<file path="src/rtl/qproc_pkg.sv">
// qproc_pkg: shared state encoding and time width for the qproc timed dispatcher.
package qproc_pkg;
    localparam int TIME_W = 48;
    typedef enum logic [1:0] {ST_EMPTY, ST_WAIT, ST_FIRE} state_e;
endpackage

</file>
<file path="src/rtl/qproc_time_dispatch_if.sv">
// qproc_time_dispatch_if: push handshake from the processor and fire outputs of the dispatcher.
interface qproc_time_dispatch_if #(
    parameter int DW = 32,
    parameter int TW = qproc_pkg::TIME_W
);
    logic          push_valid;
    logic          push_ready;
    logic [TW-1:0] push_time;
    logic [DW-1:0] push_data;
    logic          out_valid;
    logic [DW-1:0] out_data;
    logic [TW-1:0] out_time;
    logic          late;
    modport master (
        output push_valid, push_time, push_data,
        input  push_ready, out_valid, out_data, out_time, late
    );
    modport slave (
        input  push_valid, push_time, push_data,
        output push_ready, out_valid, out_data, out_time, late
    );
endinterface

</file>
<file path="src/rtl/qproc_time_fifo.sv">
// qproc_time_fifo: DEPTH x W storage behind the head register; flop array read at the read pointer.
module qproc_time_fifo #(
    parameter  int DEPTH = 8,
    parameter  int W     = 80,
    localparam int AW    = $clog2(DEPTH)
) (
    input  logic         clk,
    input  logic         rst_n,
    input  logic         flush,
    input  logic         wr_en,
    input  logic [W-1:0] wr_data,
    input  logic         rd_en,
    output logic [W-1:0] rd_data,
    output logic         full,
    output logic         empty,
    output logic [AW:0]  cnt
);
    logic [W-1:0]  mem [DEPTH];
    logic [AW-1:0] wr_ptr_q, wr_ptr_d, rd_ptr_q, rd_ptr_d;
    logic [AW:0]   cnt_q, cnt_d;
    logic          wr, rd;

    always_comb begin
        wr       = wr_en && !full && !flush;
        rd       = rd_en && !empty && !flush;
        wr_ptr_d = flush ? '0 : wr_ptr_q + AW'(wr);
        rd_ptr_d = flush ? '0 : rd_ptr_q + AW'(rd);
        cnt_d    = flush ? '0 : cnt_q + (AW+1)'(wr) - (AW+1)'(rd);
    end

    always_ff @(posedge clk or negedge rst_n) begin
        if (!rst_n) begin
            wr_ptr_q <= '0;
            rd_ptr_q <= '0;
            cnt_q    <= '0;
        end else begin
            wr_ptr_q <= wr_ptr_d;
            rd_ptr_q <= rd_ptr_d;
            cnt_q    <= cnt_d;
        end
    end

    always_ff @(posedge clk) begin
        if (wr) mem[wr_ptr_q] <= wr_data;
    end

    assign rd_data = mem[rd_ptr_q];
    assign full    = cnt_q == (AW+1)'(DEPTH);
    assign empty   = cnt_q == '0;
    assign cnt     = cnt_q;
endmodule

</file>
<file path="src/rtl/qproc_time_dispatch.sv">
// qproc_time_dispatch: releases queued {time,data} words in push order once time_abs reaches them.
// The head entry lives in a register outside the FIFO; occupancy counts it while in ST_WAIT.
module qproc_time_dispatch
    import qproc_pkg::*;
#(
    parameter  int DEPTH = 8,
    parameter  int DW    = 32,
    parameter  int TW    = TIME_W,
    localparam int CW    = $clog2(DEPTH) + 1
) (
    input  logic                  t_clk_i,
    input  logic                  t_rst_ni,
    input  logic [TW-1:0]         time_abs_i,
    input  logic                  flush_i,
    qproc_time_dispatch_if.slave  bus,
    output logic                  full_o,
    output logic                  empty_o,
    output logic [CW-1:0]         cnt_o
);
    state_e           state_q, state_d;
    logic [TW-1:0]    head_time_q, head_time_d, out_time_q, out_time_d, diff;
    logic [DW-1:0]    head_data_q, head_data_d, out_data_q, out_data_d;
    logic             late_q, late_d, due, push_acc, fifo_wr, fifo_rd, fifo_full, fifo_empty;
    logic [TW+DW-1:0] fifo_rdata;
    logic [CW-1:0]    fifo_cnt;

    qproc_time_fifo #(.DEPTH(DEPTH), .W(TW + DW)) u_fifo (
        .clk    (t_clk_i),
        .rst_n  (t_rst_ni),
        .flush  (flush_i),
        .wr_en  (fifo_wr),
        .wr_data({bus.push_time, bus.push_data}),
        .rd_en  (fifo_rd),
        .rd_data(fifo_rdata),
        .full   (fifo_full),
        .empty  (fifo_empty),
        .cnt    (fifo_cnt)
    );

    always_comb begin
        diff        = head_time_q - time_abs_i;
        due         = diff[TW-1] || diff == '0;
        push_acc    = bus.push_valid && bus.push_ready;
        state_d     = state_q;
        head_time_d = head_time_q;
        head_data_d = head_data_q;
        out_time_d  = out_time_q;
        out_data_d  = out_data_q;
        late_d      = late_q;
        fifo_rd     = 1'b0;
        fifo_wr     = push_acc;
        if (flush_i) begin
            state_d = ST_EMPTY;
        end else if (state_q == ST_WAIT) begin
            if (due) begin
                out_time_d = head_time_q;
                out_data_d = head_data_q;
                late_d     = diff[TW-1];
                state_d    = ST_FIRE;
            end
        end else if (!fifo_empty) begin
            fifo_rd                    = 1'b1;
            {head_time_d, head_data_d} = fifo_rdata;
            state_d                    = ST_WAIT;
        end else if (push_acc) begin
            // Nothing older is queued, so the push goes straight to the head register.
            fifo_wr     = 1'b0;
            head_time_d = bus.push_time;
            head_data_d = bus.push_data;
            state_d     = ST_WAIT;
        end else begin
            state_d = ST_EMPTY;
        end
    end

    always_ff @(posedge t_clk_i or negedge t_rst_ni) begin
        if (!t_rst_ni) begin
            state_q     <= ST_EMPTY;
            head_time_q <= '0;
            head_data_q <= '0;
            out_time_q  <= '0;
            out_data_q  <= '0;
            late_q      <= 1'b0;
        end else begin
            state_q     <= state_d;
            head_time_q <= head_time_d;
            head_data_q <= head_data_d;
            out_time_q  <= out_time_d;
            out_data_q  <= out_data_d;
            late_q      <= late_d;
        end
    end

    assign cnt_o          = fifo_cnt + CW'(state_q == ST_WAIT);
    assign full_o         = cnt_o == CW'(DEPTH);
    assign empty_o        = cnt_o == '0;
    assign bus.push_ready = !full_o && !fifo_full && !flush_i;
    assign bus.out_valid  = state_q == ST_FIRE;
    assign bus.out_data   = out_data_q;
    assign bus.out_time   = out_time_q;
    assign bus.late       = late_q && state_q == ST_FIRE;
endmodule
</file>
<file path="src/flat_wrapper.sv">
// flat-port wrapper written by rule: the top's interface ports become plain ports
module qproc_time_dispatch_flat import qproc_pkg::*;
#(
    parameter  int DEPTH = 8,
    parameter  int DW    = 32,
    parameter  int TW    = TIME_W,
    localparam int CW    = $clog2(DEPTH) + 1
)
  (t_clk_i, t_rst_ni, time_abs_i, flush_i, full_o, empty_o, cnt_o, bus_push_valid, bus_push_time, bus_push_data, bus_push_ready, bus_out_valid, bus_out_data, bus_out_time, bus_late);
  qproc_time_dispatch_if #(.DW(DW), .TW(TW)) bus_i ();
  input  logic t_clk_i;
  input  logic t_rst_ni;
  input  logic [TW-1:0] time_abs_i;
  input  logic flush_i;
  output logic full_o;
  output logic empty_o;
  output logic [CW-1:0] cnt_o;
  input wire logic [$bits(bus_i.push_valid)-1:0] bus_push_valid;
  input wire logic [$bits(bus_i.push_time)-1:0] bus_push_time;
  input wire logic [$bits(bus_i.push_data)-1:0] bus_push_data;
  output wire logic [$bits(bus_i.push_ready)-1:0] bus_push_ready;
  output wire logic [$bits(bus_i.out_valid)-1:0] bus_out_valid;
  output wire logic [$bits(bus_i.out_data)-1:0] bus_out_data;
  output wire logic [$bits(bus_i.out_time)-1:0] bus_out_time;
  output wire logic [$bits(bus_i.late)-1:0] bus_late;
  assign bus_i.push_valid = bus_push_valid;
  assign bus_i.push_time = bus_push_time;
  assign bus_i.push_data = bus_push_data;
  assign bus_push_ready = bus_i.push_ready;
  assign bus_out_valid = bus_i.out_valid;
  assign bus_out_data = bus_i.out_data;
  assign bus_out_time = bus_i.out_time;
  assign bus_late = bus_i.late;
  qproc_time_dispatch #(.DEPTH(DEPTH), .DW(DW), .TW(TW)) u_core (.t_clk_i(t_clk_i), .t_rst_ni(t_rst_ni), .time_abs_i(time_abs_i), .flush_i(flush_i), .bus(bus_i), .full_o(full_o), .empty_o(empty_o), .cnt_o(cnt_o));
endmodule
</file>
<file path="config.mk">
export PLATFORM = sky130hd
export DESIGN_NAME = qproc_time_dispatch_flat
export DESIGN_NICKNAME = d
export VERILOG_FILES = /design/src/rtl/qproc_pkg.sv /design/src/rtl/qproc_time_dispatch_if.sv /design/src/rtl/qproc_time_fifo.sv /design/src/rtl/qproc_time_dispatch.sv /design/src/flat_wrapper.sv
export SDC_FILE = /design/constraint.sdc
export NUM_CORES = 1
export LEC_CHECK = 0
export CAP_MARGIN = 20
export CELL_PAD_IN_SITES_DETAIL_PLACEMENT = 0
export CELL_PAD_IN_SITES_GLOBAL_PLACEMENT = 2
export CORE_AREA = 2 2 283 285
export CTS_BUF_LIST = sky130_fd_sc_hd__clkbuf_8
export DETAILED_ROUTE_END_ITERATION = 8
export DIE_AREA = 0 0 285 287
export PLACE_DENSITY = 0.95
export SYNTH_ARGS = -nofsm -noshare
export SYNTH_HDL_FRONTEND = slang
export SYNTH_HIERARCHICAL = 1
export SYNTH_SLANG_ARGS = --single-unit
</file>
<file path="constraint.sdc">
create_clock -name t_clk_i -period 17.5 [get_ports t_clk_i]
set_input_delay 3.5 -clock t_clk_i [delete_from_list [all_inputs] [get_ports t_clk_i]]
set_output_delay 3.5 -clock t_clk_i [all_outputs]
set_load 0.01 [all_outputs]
</file>
* Word-level counts from Yosys, hierarchy flattened
Memory sizes are Yosys's and may differ from the RTL's. Cells that the tools add are included. Widths: inputs -> output; s select.
Operators by class: add/sub/neg operators 6, equal/unequal tests 6, muxes and demuxes 20, bitwise operators 2, reduce and logical (&&, ||, !) cells 18
Operator list (number):
- $mux 48 | 2
- $mux 32 | 2
- $logic_not 48->1 | 1
- $sub 48x48->48 | 1
- $mux 1 | 9
- $add 4x1->4 | 2
- $eq 4x4->1 const B | 2
- $logic_and 1x1->1 | 8
- $logic_not 4->1 | 2
- $mux 2 | 4
- $add 3x1->3 | 2
- $mux 3 | 2
- $reduce_and 3->1 | 2
- $logic_not 1->1 | 4
- $mux 4 | 1
- $sub 4x1->4 | 1
- $ne 3x2->1 const B | 1
- $eq 2x1->1 const B | 1
- $eq 2x2->1 const B | 1
- $ne 2x1->1 const B | 1
- $not 1->1 | 2
- $logic_or 1x1->1 | 1
Storage, ports and cells: register bits after elaboration 173, bits in writable memories 640, input port bits 132, output and inout port bits 89, word-level logic and storage cells 62, memories kept 1
Memory list:
- u_core.u_fifo.mem | depth 8, bits a word 80, rd ports 1, clocked after Yosys merged registers in 0, wr ports 1, line qproc_time_fifo.sv:18 | logic [W-1:0] mem [DEPTH];

* Longest topological paths before layout
word-level depth 15, gate-level depth with buffers 18, mapped depth without buffers 18

* Modules after synthesis
The synthesis kept the hierarchy.
Modules (own cells, without submodules):
- qproc_time_fifo | times used 1, cells each 990, area an instance 24626.1 um^2, sequential area each 19468.7 um^2
- qproc_time_dispatch | times used 1, cells each 1621, area an instance 12962.4 um^2, sequential area each 4078.9 um^2

* Worst setup path after synthesis
OpenSTA, ideal clock, no wires.
path kind input -> register, start input port flush_i, end memory u_core.u_fifo.mem[1][0], enable pin, library setup time 0.616 ns, data arrival time 9.866 ns, required time 16.884 ns, slack 7.018 ns, stages 6, buffers on the path 0, cells stage by stage nor3_1 -> nand2_1 -> a21oi_1 -> nor2b_1 -> nand3_1 -> nor3_1
Between the ends: word-level cells in the longest chain between the ends 10
RTL lines:
- from (decl) | line flat_wrapper.sv:14 | input logic flush_i;
- $logic_not 1->1 | line qproc_time_dispatch.sv:97 | assign bus.push_ready = !full_o && !fifo_full && !flush_i;
- $logic_and 1x1->1 | line qproc_time_dispatch.sv:97
- $logic_and 1x1->1 | line qproc_time_dispatch.sv:43 | push_acc = bus.push_valid && bus.push_ready;
- $mux 1 | line qproc_time_dispatch.sv:61 | end else if (!fifo_empty) begin
- $mux 1 | line qproc_time_dispatch.sv:54 | end else if (state_q == ST_WAIT) begin
- $mux 1 (*) | line qproc_time_dispatch.sv:52 | if (flush_i) begin
- net u_core.fifo_wr | line qproc_time_dispatch.sv:23 | logic late_q, late_d, due, push_acc, fifo_wr, fifo_rd, fifo_full, fifo_empty;
- $logic_and 1x1->1 (*) (2 in a row) | line qproc_time_fifo.sv:24 | wr = wr_en && !full && !flush;
- $mux 1 (*) | line qproc_time_fifo.sv:44 | if (wr) mem[wr_ptr_q] <= wr_data;
- $mux 1 (not written as such) (*) | line qproc_time_fifo.sv:44
- to (decl) | line qproc_time_fifo.sv:18
The timed path passes the listed nets; every way through them passes the cells marked *.

* Worst setup path after layout
start input port flush_i, end output port bus_push_ready
Between the ends: word-level cells in the longest chain between the ends 2
RTL lines:
- $logic_not 1->1 | line qproc_time_dispatch.sv:97
- $logic_and 1x1->1 | line qproc_time_dispatch.sv:97
- to (decl) | line flat_wrapper.sv:21 | output wire logic [$bits(bus_i.push_ready)-1:0] bus_push_ready;
Every way passes these cells.

==> reports/results.env <==
GRT_SETUP_UNREPAIRED='no'
PLACE.DETAILED.HPWL_MM=63.5
SYNTH.MOST_COMMON_CELL='sky130_fd_sc_hd__edfxtp_1'
R2R-START='u_core/head_time_q[0]$_DFFE_PN0P_'
MIN-DELAY-PATH-CLASS='flip-flop to flip-flop'
HOLD_VIOL_FINAL=0
SHARE_OF_THE_SYNTHESIZED_AREA_IN_COMPOUND_GATES_AO_OA_AOI_OAI=0.116
YOSYSUNIQUECELLTYPES=78
CTS.REPAIR.RESIZED=0
LAYOUT_MIN_CYCLE_TIME_PS=8830
MAX_CLOCK_FREQ_MHz=113
SETUP_VIOL=0
GRT_FIRST_PASS_WIRELENGTH_MM=155
SLOWEST_STAGE='sky130_fd_sc_hd__clkdlybuf4s50_1'
POST_SYNTH.CELL_AREA_AVG_UM2=14.4
POWER.SEQUENTIAL.FRACTION=0.442
SLEW_HEADROOM=0.237
FINAL_ANTENNA_NET_COUNT=0
GRT_ANTENNA_BEFORE_REPAIR=16
CRITICAL-PATH-TOP-CELL-BY-COUNT='sky130_fd_sc_hd__clkdlybuf4s50_1'
POST-SYNTH-TOP-AREA-FRACTION=0.511
SYNTH_MUX_AREA_FRAC=0.142
HOLD_BUFFERS=0
IO_BUFFER_COUNT=220
UTILIZATION=0.546
CLKSLEWWORSTSETUPHOLDPATHS_PS=60
WORST_SETUP_PATH_END_KIND='output pin'
REG2REGPATHDEPTH=15
XOR_XNOR_SHARE_OF_THE_SYNTHESIZED_AREA=0.00536
WORST_SETUP_PATH_STARTPOINT='flush_i'
CORE_MM2=0.0786
NET-SWITCHING-POWER_mW=1.95
GRT.OVERFLOW.TOTAL=0
AREA_SHARE_OF_FA_HA_MAJ_CELLS_AFTER_SYNTHESIS=0.0207
SYNTH_NETS=2804
POST_SYNTH_AND_OR_NAND_NOR_AREA_FRACTION=0.0565
CTS_TREE='built'
SYNTH-MAIN-FF-CELL='sky130_fd_sc_hd__edfxtp_1'
LEADING_CELL_TYPES_BY_COUNT_AFTER_SYNTHESIS='640 x sky130_fd_sc_hd__edfxtp_1, 222 x sky130_fd_sc_hd__nand2_1, 173 x sky130_fd_sc_hd__dfrtp_1'
CLK_PATH_BUF_DEPTH=3
P_INT_mW=3.52
FINALWEIGHTEDCONGESTION=0.918
STATUS='complete, no violations'
YOSYSSEQAREASHARE=0.626
DRT-WIRELENGTH-PER-CELL_UM=26.1
FIRST_ITER_VIOLATIONS=2424
CRITPATHCAPTURE='bus_push_ready'
CTS_H_TREE_LVLS=3
COMB_POWER_SHARE=0.288
CLKLATENCYLATEPIN_PS=760
WORSTMARGINPINSLEW_PS=1150
DIE_AREA_MM2=0.0818
POST_SYNTH_INST_COUNT=2611
SYNTH-ASYNC-RESET-RATIO=0.213
GLOBAL_ROUTE.USAGE.TOTAL=0.251
WL_MM=103
PLACEMENT_ROWS=103
REMAINING_DRC_ERRORS=0
POST-CTS-SETUP-BUFFER-COUNT=0
NUMBER_OF_SYNTHESIZED_FLOPS_WITH_AN_ENABLE_PIN=640
DRT-VIAS-PER-INSTANCE=6.19
POWER_FRAC_CLOCK=0.270
REGTOREGENDPOINT='u_core/bus.out_time[21]$_DFFE_PN0P_'
NUMBER_OF_CLOCK_SINKS=813
NNETSFINAL=2987
INITIAL_UTILIZATION=0.478
CP-START-KIND='input port'
SYNTH-WARNING-COUNT=6
MAXIMUM_VDD_DROP_mV=0.106
VIAS=24500
PERIOD_SHARE=0.504
MAXIMUM_NET_FANOUT_ON_THE_CRITICAL_PATH=18
DIE_WIDTH_UM=285
MAXIMUM_NUMBER_OF_PINS_ON_ONE_NET_BEFORE_GLOBAL_ROUTE_REPAIR=95
TIMING_WORST_SETUP_PATH_TYPE='input port to output pin'
ROOT_BUFFER='sky130_fd_sc_hd__clkbuf_8'
YOSYS_REGISTER_BITS=813
FINAL.HOLD.WORST_SLACK_PS=534
WORSTPATHREQUIRED_PS=14000
NUMBER_OF_GLOBAL_ROUTE_VIAS_BEFORE_REPAIR=24700
CELLLEAKAGEPOWER_nW=14.9
REG2REG_SETUP_SLACK_PS=11770
CTS_INSERTED_BUFFERS=119
FINAL.SETUP_SKEW_PS=33.1
PIN_COUNT=221
PATH_CELLS='clkdlybuf4s50_1, nor3_1, clkdlybuf4s50_1'
MAXSLEWVIOLCOUNT=0
FLOW.AREA_GROWTH_FROM_SYNTHESIS_PCT=14.3
TNS_PS=0
DIE-HEIGHT_UM=287
POWER_PER_CELL_AREA_mW_PER_MM2=127
SWSHARE=0.356
SYNTH_TOP_FAMILY_BY_AREA='multiplexers'
SYNTH_AREA_LEADERS='sky130_fd_sc_hd__edfxtp_1 51%, sky130_fd_sc_hd__dfrtp_1 12%, sky130_fd_sc_hd__mux4_2 9.6%'
WORST_PATH_LARGEST_CELL_DELAY_PS=820
DETAIL_ROUTE.FIRST_PASS.ITERATIONS=8
DRIVE_GT1_FRAC=0.166
POST_SYNTH_INSTANCE_AREA_MM2=0.0376
CAP_VIOLATIONS=0
SYNTHDOMINANTAREACELLTYPE='sky130_fd_sc_hd__edfxtp_1'
CP.ARRIVAL_PS=5330
==> routing by layer <==
| layer | vias to the layer above | GRT usage | share of wire |
|---|---|---|---|
| met5 | - | 0 | 0.00096 |
| met4 | 14 | 0.0843 | 0.026 |
| met3 | 162 | 0.0402 | 0.068 |
| met2 | 1066 | 0.413 | 0.49 |
| met1 | 12500 | 0.343 | 0.42 |
| li1 | 10800 | - | - |
==> critical path: cells and delay by family <==
family | cells | cell delay (ps)
buffers and inverters | 2 | 1420
AND/OR/NAND/NOR | 1 | 410
==> cell type report <==
type                            count  area, µm²
Inverter                           72        270
Clock buffer                      129       1780
Tap cell                         1050       1310
Multi-Input combinational cell   1531      12900
Timing Repair Buffer              257       2500
Antenna cell                        8       20.0
Sequential cell                   813      23600
Clock inverter                     98        564
Fill cell                        6299      35700
==> registers in the layout (all words and copies together) (netlist names) <==
name,flops
u_core/u_fifo/cnt,4
u_core/head_time_q,48
u_core/state_q,2
u_core/bus.out_time,48
u_core/u_fifo/wr_ptr_q,3
u_core/u_fifo/rd_ptr_q,3
u_core/late_q,1
u_core/bus.out_data,32
u_core/head_data_q,32
u_core/u_fifo/mem,640
==> placed cells by master (no fill, tap or decap), types with 7 or more instances in the layout <==
cell	count
sky130_fd_sc_hd__xnor2_1	14
sky130_fd_sc_hd__mux2_2	80
sky130_fd_sc_hd__xor2_1	9
sky130_fd_sc_hd__nor2b_1	13
sky130_fd_sc_hd__clkinv_2	23
sky130_fd_sc_hd__diode_2	8
sky130_fd_sc_hd__ha_1	59
sky130_fd_sc_hd__o311ai_1	81
sky130_fd_sc_hd__nand2_1	222
sky130_fd_sc_hd__nor2_4	7
sky130_fd_sc_hd__nor2_1	136
sky130_fd_sc_hd__a21boi_0	9
sky130_fd_sc_hd__nand4_1	24
sky130_fd_sc_hd__nand3_1	15
sky130_fd_sc_hd__o31ai_1	83
sky130_fd_sc_hd__a21oi_1	153
sky130_fd_sc_hd__nand2b_1	9
sky130_fd_sc_hd__o21ai_0	41
sky130_fd_sc_hd__edfxtp_1	640
sky130_fd_sc_hd__a31oi_1	84
sky130_fd_sc_hd__o211ai_1	87
sky130_fd_sc_hd__clkbuf_8	130
sky130_fd_sc_hd__a211oi_1	7
sky130_fd_sc_hd__inv_1	121
sky130_fd_sc_hd__dfrtp_1	170
sky130_fd_sc_hd__a21o_1	13
sky130_fd_sc_hd__mux2i_1	85
sky130_fd_sc_hd__clkinv_1	13
sky130_fd_sc_hd__clkdlybuf4s50_1	219
sky130_fd_sc_hd__buf_4	36
sky130_fd_sc_hd__nor3_1	20
sky130_fd_sc_hd__o21a_1	13
sky130_fd_sc_hd__mux4_2	160
==> metrics by stage <==
| step | worst slack, ps | instances | area, µm² | power (mW) |
|---|---|---|---|---|
| 2_1_floorplan | 7020 | 2611 | 37600 | 3.41 |
| 3_3_place_gp | 8420 | 3723 | 40600 | 3.98 |
| 3_5_place_dp | 8370 | 3723 | 40600 | 4.00 |
| 4_1_cts | 8640 | 3950 | 42900 | 5.47 |
| 5_1_grt | 8570 | 3958 | 42900 | 5.73 |
| 6_report | 8670 | 3958 | 42900 | 5.47 |
==> worst min-delay path by stage <==
stage                                  startpoint                                  to  slack, ps  cells after the start
6_report       u_core/head_data_q[26]$_DFFE_PN0P_  u_core/head_data_q[26]$_DFFE_PN0P_        530                      2
5_1_grt         u_core/head_data_q[9]$_DFFE_PN0P_   u_core/head_data_q[9]$_DFFE_PN0P_        560                      2
3_3_place_gp   u_core/head_data_q[23]$_DFFE_PN0P_  u_core/head_data_q[23]$_DFFE_PN0P_        510                      2
4_1_cts        u_core/head_data_q[26]$_DFFE_PN0P_  u_core/head_data_q[26]$_DFFE_PN0P_        540                      2
3_5_place_dp   u_core/head_data_q[26]$_DFFE_PN0P_  u_core/head_data_q[26]$_DFFE_PN0P_        520                      2
2_1_floorplan           u_core/late_q$_DFFE_PN0P_           u_core/late_q$_DFFE_PN0P_        460                      1
==> power groups by stage <==
stage,logic (mW),clock network [mW],registers (mW)
floorplan,1.04,0,2.37
global placement,1.53,0,2.45
detailed placement,1.55,0,2.45
CTS,1.56,1.50,2.41
global route,1.72,1.58,2.43
finish,1.58,1.47,2.42
==> logic make-up after synthesis <==
family	count (synthesis)
muxes	325
adders and majority gates	61
AOI/OAI and AO/OA	634
and+or+nand+nor	488
DFF	813
buffers and inverters	267
xor gates and xnor gates	23
Note: power is estimated with default switching activity, not from simulation.
